**src/rtl/lane_background_painter.sv**
```systemverilog
// lane_background_painter
//
// Full-screen background painter that sits upstream of the top-level pixel
// multiplexer. When asked, it sweeps every pixel of the frame exactly once.
// The sweep runs in raster order at one pixel per clock. Each pixel is given
// the piano-lane pattern: white lane fill, black lane dividers, and an
// optional coloured hit band.
//
// Optional feature macro: LANE_HIT_BAND_EN
//   defined   : rows HIT_Y..HIT_Y+HIT_H-1 are painted HIT_COL on non-divider
//               pixels.
//   undefined : no hit band logic is built, so those rows paint BG_COL.
//               HIT_Y, HIT_H and HIT_COL are still declared but have no
//               effect. Frame length and timing are the same either way.
//
// Ports
//   clk        in   1  system clock
//   resetn     in   1  synchronous active-low reset
//   enable     in   1  level request to paint; held high until completed
//   x_out      out  8  pixel x coordinate (registered)
//   y_out      out  7  pixel y coordinate (registered)
//   col_out    out  3  pixel colour (registered)
//   plot       out  1  pixel write strobe; x/y/col valid when high
//   completed  out  1  frame fully painted; never high together with plot
module lane_background_painter #(
    parameter int         SCR_W   = 160,
    parameter int         SCR_H   = 120,
    parameter int         LANE_W  = 40,
    parameter logic [2:0] BG_COL  = 3'b111,
    parameter logic [2:0] DIV_COL = 3'b000,
    parameter int         HIT_Y   = 100,
    parameter int         HIT_H   = 8,
    parameter logic [2:0] HIT_COL = 3'b001
) (
    input  logic       clk,
    input  logic       resetn,
    input  logic       enable,
    output logic [7:0] x_out,
    output logic [6:0] y_out,
    output logic [2:0] col_out,
    output logic       plot,
    output logic       completed
);

    localparam int LANE_BITS = (LANE_W > 1) ? $clog2(LANE_W) : 1;
    localparam logic [7:0]           X_LAST    = 8'(SCR_W - 1);
    localparam logic [6:0]           Y_LAST    = 7'(SCR_H - 1);
    localparam logic [LANE_BITS-1:0] LANE_LAST = LANE_BITS'(LANE_W - 1);

    typedef enum logic [1:0] {
        S_IDLE,
        S_DRAW,
        S_DONE
    } state_t;

    state_t r_state;
    state_t w_stateNext;

    // r_x/r_y hold the pixel to be plotted on the next DRAW edge.
    // r_lane tracks x mod LANE_W so the divider test needs no divider.
    logic [7:0]           r_x;
    logic [6:0]           r_y;
    logic [LANE_BITS-1:0] r_lane;

    logic [7:0]           w_pixX;
    logic [6:0]           w_pixY;
    logic [LANE_BITS-1:0] w_pixLane;
    logic [7:0]           w_advX;
    logic [6:0]           w_advY;
    logic [LANE_BITS-1:0] w_advLane;
    logic                 w_lastCol;
    logic                 w_lastRow;
    logic                 w_isDivider;
    logic                 w_inBand;
    logic [2:0]           w_pixCol;

    logic [7:0]           w_xNext;
    logic [6:0]           w_yNext;
    logic [LANE_BITS-1:0] w_laneNext;
    logic [7:0]           w_xOutNext;
    logic [6:0]           w_yOutNext;
    logic [2:0]           w_colOutNext;
    logic                 w_plotNext;
    logic                 w_completedNext;

    // The pixel being issued is (0,0) when leaving IDLE.
    // In DRAW it is the pixel held in the counters.
    always_comb begin
        w_pixX    = '0;
        w_pixY    = '0;
        w_pixLane = '0;
        if (r_state == S_DRAW) begin
            w_pixX    = r_x;
            w_pixY    = r_y;
            w_pixLane = r_lane;
        end
    end

    // Raster advance. Each wrap is an explicit compare-and-clear, so the
    // counters never run past the frame edges.
    always_comb begin
        w_lastCol = (w_pixX == X_LAST);
        w_lastRow = (w_pixY == Y_LAST);
        w_advX    = '0;
        w_advY    = w_pixY;
        w_advLane = '0;
        if (w_lastCol) begin
            w_advY = w_lastRow ? 7'd0 : (w_pixY + 7'd1);
        end else begin
            w_advX    = w_pixX + 8'd1;
            w_advLane = (w_pixLane == LANE_LAST) ? '0 : (w_pixLane + 1'b1);
        end
    end

`ifdef LANE_HIT_BAND_EN
    localparam logic [7:0] BAND_LO = 8'(HIT_Y);
    localparam logic [7:0] BAND_HI = 8'(HIT_Y + HIT_H);

    always_comb begin
        w_inBand = ({1'b0, w_pixY} >= BAND_LO) && ({1'b0, w_pixY} < BAND_HI);
    end
`else
    // The band is not built. These parameters only feed a sink so they
    // stay declared without driving anything.
    logic w_unusedBand;
    assign w_unusedBand = ^{HIT_COL, 8'(HIT_Y), 8'(HIT_H)};

    always_comb begin
        w_inBand = 1'b0;
    end
`endif

    // Colour priority: divider, then hit band, then lane fill.
    always_comb begin
        w_isDivider = (w_pixLane == LANE_LAST);
        if (w_isDivider) begin
            w_pixCol = DIV_COL;
        end else if (w_inBand) begin
            w_pixCol = HIT_COL;
        end else begin
            w_pixCol = BG_COL;
        end
    end

    // Next state and next register values.
    // Outputs are registered on the same edge as the state change. The
    // first plot therefore appears on the cycle after enable is sampled.
    always_comb begin
        w_stateNext     = r_state;
        w_xNext         = '0;
        w_yNext         = '0;
        w_laneNext      = '0;
        w_xOutNext      = x_out;
        w_yOutNext      = y_out;
        w_colOutNext    = col_out;
        w_plotNext      = 1'b0;
        w_completedNext = 1'b0;
        case (r_state)
            S_IDLE: begin
                if (enable) begin
                    w_stateNext  = S_DRAW;
                    w_plotNext   = 1'b1;
                    w_xOutNext   = w_pixX;
                    w_yOutNext   = w_pixY;
                    w_colOutNext = w_pixCol;
                    w_xNext      = w_advX;
                    w_yNext      = w_advY;
                    w_laneNext   = w_advLane;
                end
            end
            S_DRAW: begin
                if (!enable) begin
                    // Abort: counters clear so the next request restarts at (0,0).
                    w_stateNext = S_IDLE;
                end else begin
                    w_plotNext   = 1'b1;
                    w_xOutNext   = w_pixX;
                    w_yOutNext   = w_pixY;
                    w_colOutNext = w_pixCol;
                    if (w_lastCol && w_lastRow) begin
                        w_stateNext = S_DONE;
                    end else begin
                        w_xNext    = w_advX;
                        w_yNext    = w_advY;
                        w_laneNext = w_advLane;
                    end
                end
            end
            S_DONE: begin
                // Stay here while enable is high, so no repaint happens
                // until enable drops and rises again.
                if (enable) begin
                    w_completedNext = 1'b1;
                end else begin
                    w_stateNext = S_IDLE;
                end
            end
            default: begin
                w_stateNext = S_IDLE;
            end
        endcase
    end

    // State register.
    always_ff @(posedge clk) begin
        if (!resetn) begin
            r_state <= S_IDLE;
        end else begin
            r_state <= w_stateNext;
        end
    end

    // Counter and output registers.
    always_ff @(posedge clk) begin
        if (!resetn) begin
            r_x       <= '0;
            r_y       <= '0;
            r_lane    <= '0;
            x_out     <= '0;
            y_out     <= '0;
            col_out   <= '0;
            plot      <= 1'b0;
            completed <= 1'b0;
        end else begin
            r_x       <= w_xNext;
            r_y       <= w_yNext;
            r_lane    <= w_laneNext;
            x_out     <= w_xOutNext;
            y_out     <= w_yOutNext;
            col_out   <= w_colOutNext;
            plot      <= w_plotNext;
            completed <= w_completedNext;
        end
    end

endmodule

```
**config.mk**
```make
export PLATFORM = sky130hd
export DESIGN_NAME = lane_background_painter
export DESIGN_NICKNAME = d
export VERILOG_FILES = /design/src/rtl/lane_background_painter.sv
export SDC_FILE = /design/constraint.sdc
export NUM_CORES = 1
export LEC_CHECK = 0
export CORE_MARGIN = 3
export CORE_UTILIZATION = 30
export CTS_CLUSTER_SIZE = 10
export DETAILED_ROUTE_END_ITERATION = 7
export DONT_BUFFER_PORTS = 1
export PLACE_DENSITY = 0.52
export SYNTH_ARGS = -nofsm -noshare
export SYNTH_HDL_FRONTEND = slang
export SYNTH_SLANG_ARGS = --single-unit
```
**constraint.sdc**
```tcl
create_clock -name clk -period 3.34 [get_ports clk]
set_clock_uncertainty 0.05 [all_clocks]
set_input_delay 0.668 -clock clk [delete_from_list [all_inputs] [get_ports clk]]
set_output_delay 0.668 -clock clk [all_outputs]
set_load 0.01 [all_outputs]
```
==> results_dict.tcl <==
set metrics [dict create \
    fin_ws_ns 0.854 \
    cp-start-kind "flop" \
    cts_buffers 5 \
    startpoint "r_state[0]$_SDFFE_PN0P_" \
    grt_pass1_vias 1151 \
    rrSetupSlack_ns 0.85 \
    synth_seq_cells 41 \
    cts_hold_buffers 0 \
    rows 26 \
    routedWlPerCell_um 13.6 \
    post_cts_buffers 0 \
    end_kind "flop" \
    drt_iter0_markers 76 \
    dp_slack_ns 0.856 \
    finalMaxSlewViolations 0 \
    tightest_slew_ns 0.409 \
    cp_max_fo 12 \
    yosysUniqueCellTypes 34 \
    final_hold_viol_count 0 \
    finalCriticalPeriod_ns 2.49 \
    cts_tree "done" \
    slew_headroom 0.727 \
    hp-start "y_out[5]$_SDFFE_PN0P_" \
    die_x_um 80.0 \
    diodes 0 \
    status "finished clean" \
    multi_input_comb_area_um2 766 \
    syn_to_final_growth_pct 9.53 \
    htree_levels 2 \
    rsz0062_at_grt "no" \
    first_pass_iters 4 \
    routabilityCongestion 0.849 \
    cts_buffer_depth 2 \
    cts.sinks 41 \
    rr_startpoint "r_state[0]$_SDFFE_PN0P_" \
    setup_viol 0 \
    post-route-period-util 0.744 \
    vias 1177 \
    power-per-cell-area_nw_per_um2 473 \
    grt_use_total 0.116 \
    die-area_um2 6400 \
    r2r-end "r_y[5]$_SDFF_PN0_" \
    grt_overflow 0 \
    clk_latency_ns 0.29 \
    grt_pass1_wl_um 5660 \
    io_buffers 0 \
    drv_cap 0 \
    synth.avg_cell_area_um2 9.49 \
    finalWirelength_um 3350 \
    vdd_drop_max_mv 0.200 \
    start_util 0.315 \
    fin_nets 182 \
    synth_area_leaders "dfxtp_1 (50%), a22o_1 (6.4%), xor2_1 (4.8%)" \
    cts_root_buffer "clkbuf_8" \
    syn_nets 179 \
    fmax_ghz 0.402 \
    synth_top_area_cell "dfxtp_1" \
    regArea_um2 821 \
    post_cts_resized 0 \
    drc 0 \
    critical_path_arrival_ns 2.66 \
    post-synth-top-area-fraction 0.500 \
    io_pins 23 \
    setup-tns-final_ns 0 \
    place_hpwl_um 2470 \
    vias_per_cell 4.78 \
    hp-class "reg -> reg" \
    drive_gt1_frac 0.0739 \
    n_fill_cell 552 \
    grt_start_max_net_pins 17 \
    crit_path_end "r_y[5]$_SDFF_PN0_" \
    synth-seq-area-share 0.500 \
    yosys_warnings 0 \
    clkTransAtPathRegs_ns 0.08 \
    required_ns 3.51 \
    synthCells 173 \
    reg2regPathDepth 7 \
    coreArea_um2 5200 \
    antenna_found_initial 0 \
    final_antenna_net_count 0 \
    netlist_area_um2 1640 \
    p_leak_nw 0.659 \
    critical_path_class "reg -> reg" \
    die_h_um 80.0 \
]
## sequential cells by signal, summed over array words and instances, names as in the netlist
| name | cells |
|---|---|
| r_lane | 6 |
| y_out | 7 |
| r_y | 7 |
| r_x | 8 |
| completed | 1 |
| x_out | 8 |
| r_state | 2 |
| plot | 1 |
| col_out | 1 |
## metrics by stage
stage | std cells | util | area, µm² | hold WS (ns) | power, mW
6_report | 246 | 0.345 | 1800 | 0.439 | 0.851
5_1_grt | 246 | 0.345 | 1800 | 0.475 | 0.885
4_1_cts | 246 | 0.345 | 1800 | 0.445 | 0.869
3_5_place_dp | 239 | 0.328 | 1710 | 0.434 | 0.531
3_3_place_gp | 239 | 0.328 | 1710 | 0.432 | 0.531
2_1_floorplan | 173 | - | 1640 | 0.403 | 0.526
## metal layers
metal,vias up,GRT usage,routed length (µm)
li1,606,-,-
met1,551,0.140,1550
met2,18,0.189,1600
met3,2,0.0463,160
met4,0,0.0355,36
met5,-,0,0
## area by class of cell
cell class              instances  area share
flip-flops and latches         41       0.457
well taps                      70      0.0487
inverters                       5      0.0104
repair buffers                  2     0.00835
multi-input cells             121       0.426
clock inverters                 1     0.00418
clock buffers                   6      0.0459
## report_power, final
| part | switching [mW] | leakage [nW] | internal, mW |
|---|---|---|---|
| Combinational | 0.0150 | 0.284 | 0.00573 |
| Clock | 0.169 | 0.0433 | 0.163 |
| Sequential | 0.00578 | 0.332 | 0.492 |
| Total | 0.189 | 0.659 | 0.661 |
## layout by cell type, fill, tap and decap left out, types with 2 or more instances in the layout
cell type  instances
o21ai_1            2
and4b_1            2
buf_4              2
nand4_1            6
nand3_1            9
dfxtp_1           41
xor2_1             9
a21oi_1            5
clkbuf_8           6
nor2_1            18
and2_1             6
a22o_1            12
nand2_1           18
and3_1             4
inv_1              5
nand2b_1           2
nor4_1             2
ha_1               3
nor2b_1            2
xnor2_1            5
nor3_1             4
## synth_stat cells (all sizes together)
| cell | number |
|---|---|
| nor2b | 2 |
| and4b | 2 |
| a211oi | 1 |
| xor2 | 9 |
| and4 | 1 |
| ha | 3 |
| nand4 | 6 |
| nor2 | 19 |
| nand2b | 2 |
| nand3 | 10 |
| dfxtp | 41 |
| nor4 | 2 |
| a22o | 12 |
| nor3 | 4 |
| xnor2 | 5 |
| o21ai | 3 |
| or4 | 1 |
| nor3b | 2 |
| a21oi | 5 |
| and2 | 6 |
| or2 | 1 |
| nand2 | 18 |
| clkbuf | 1 |
| and2b | 1 |
| buf | 5 |
| nand3b | 1 |
| o21a | 1 |
| and3 | 4 |
| inv | 5 |
## cell families (layout without fill, tap and decap cells)
kind of cell | Yosys count | count (layout) | share of synthesized area
fa+ha+maj | 3 | 3 | 0.0229
flops | 41 | 41 | 0.500
simple gates | 82 | 82 | 0.271
buf+inv | 11 | 14 | 0.0335
xor+xnor | 14 | 14 | 0.0747
compound gates | 22 | 22 | 0.0976
## critical path, cell delays in order (launching register included)
cell and delay [ns]:
dfxtp_1 0.46, and2b_1 0.41, and2_1 0.19, ha_1 0.19, and4_1 0.38, nand3_4 0.17
or4_1 0.49, o21ai_0 0.08
## how the worst min path moves through the flow
stage                                  to  depth (start not counted)
floorplan               r_y[1]$_SDFF_PN0_                          2
global placement    y_out[5]$_SDFFE_PN0P_                          2
detailed placement  y_out[5]$_SDFFE_PN0P_                          2
CTS                 y_out[5]$_SDFFE_PN0P_                          2
global route        y_out[5]$_SDFFE_PN0P_                          2
finish              y_out[5]$_SDFFE_PN0P_                          2
No activity file was read; power rests on OpenSTA's default activity.
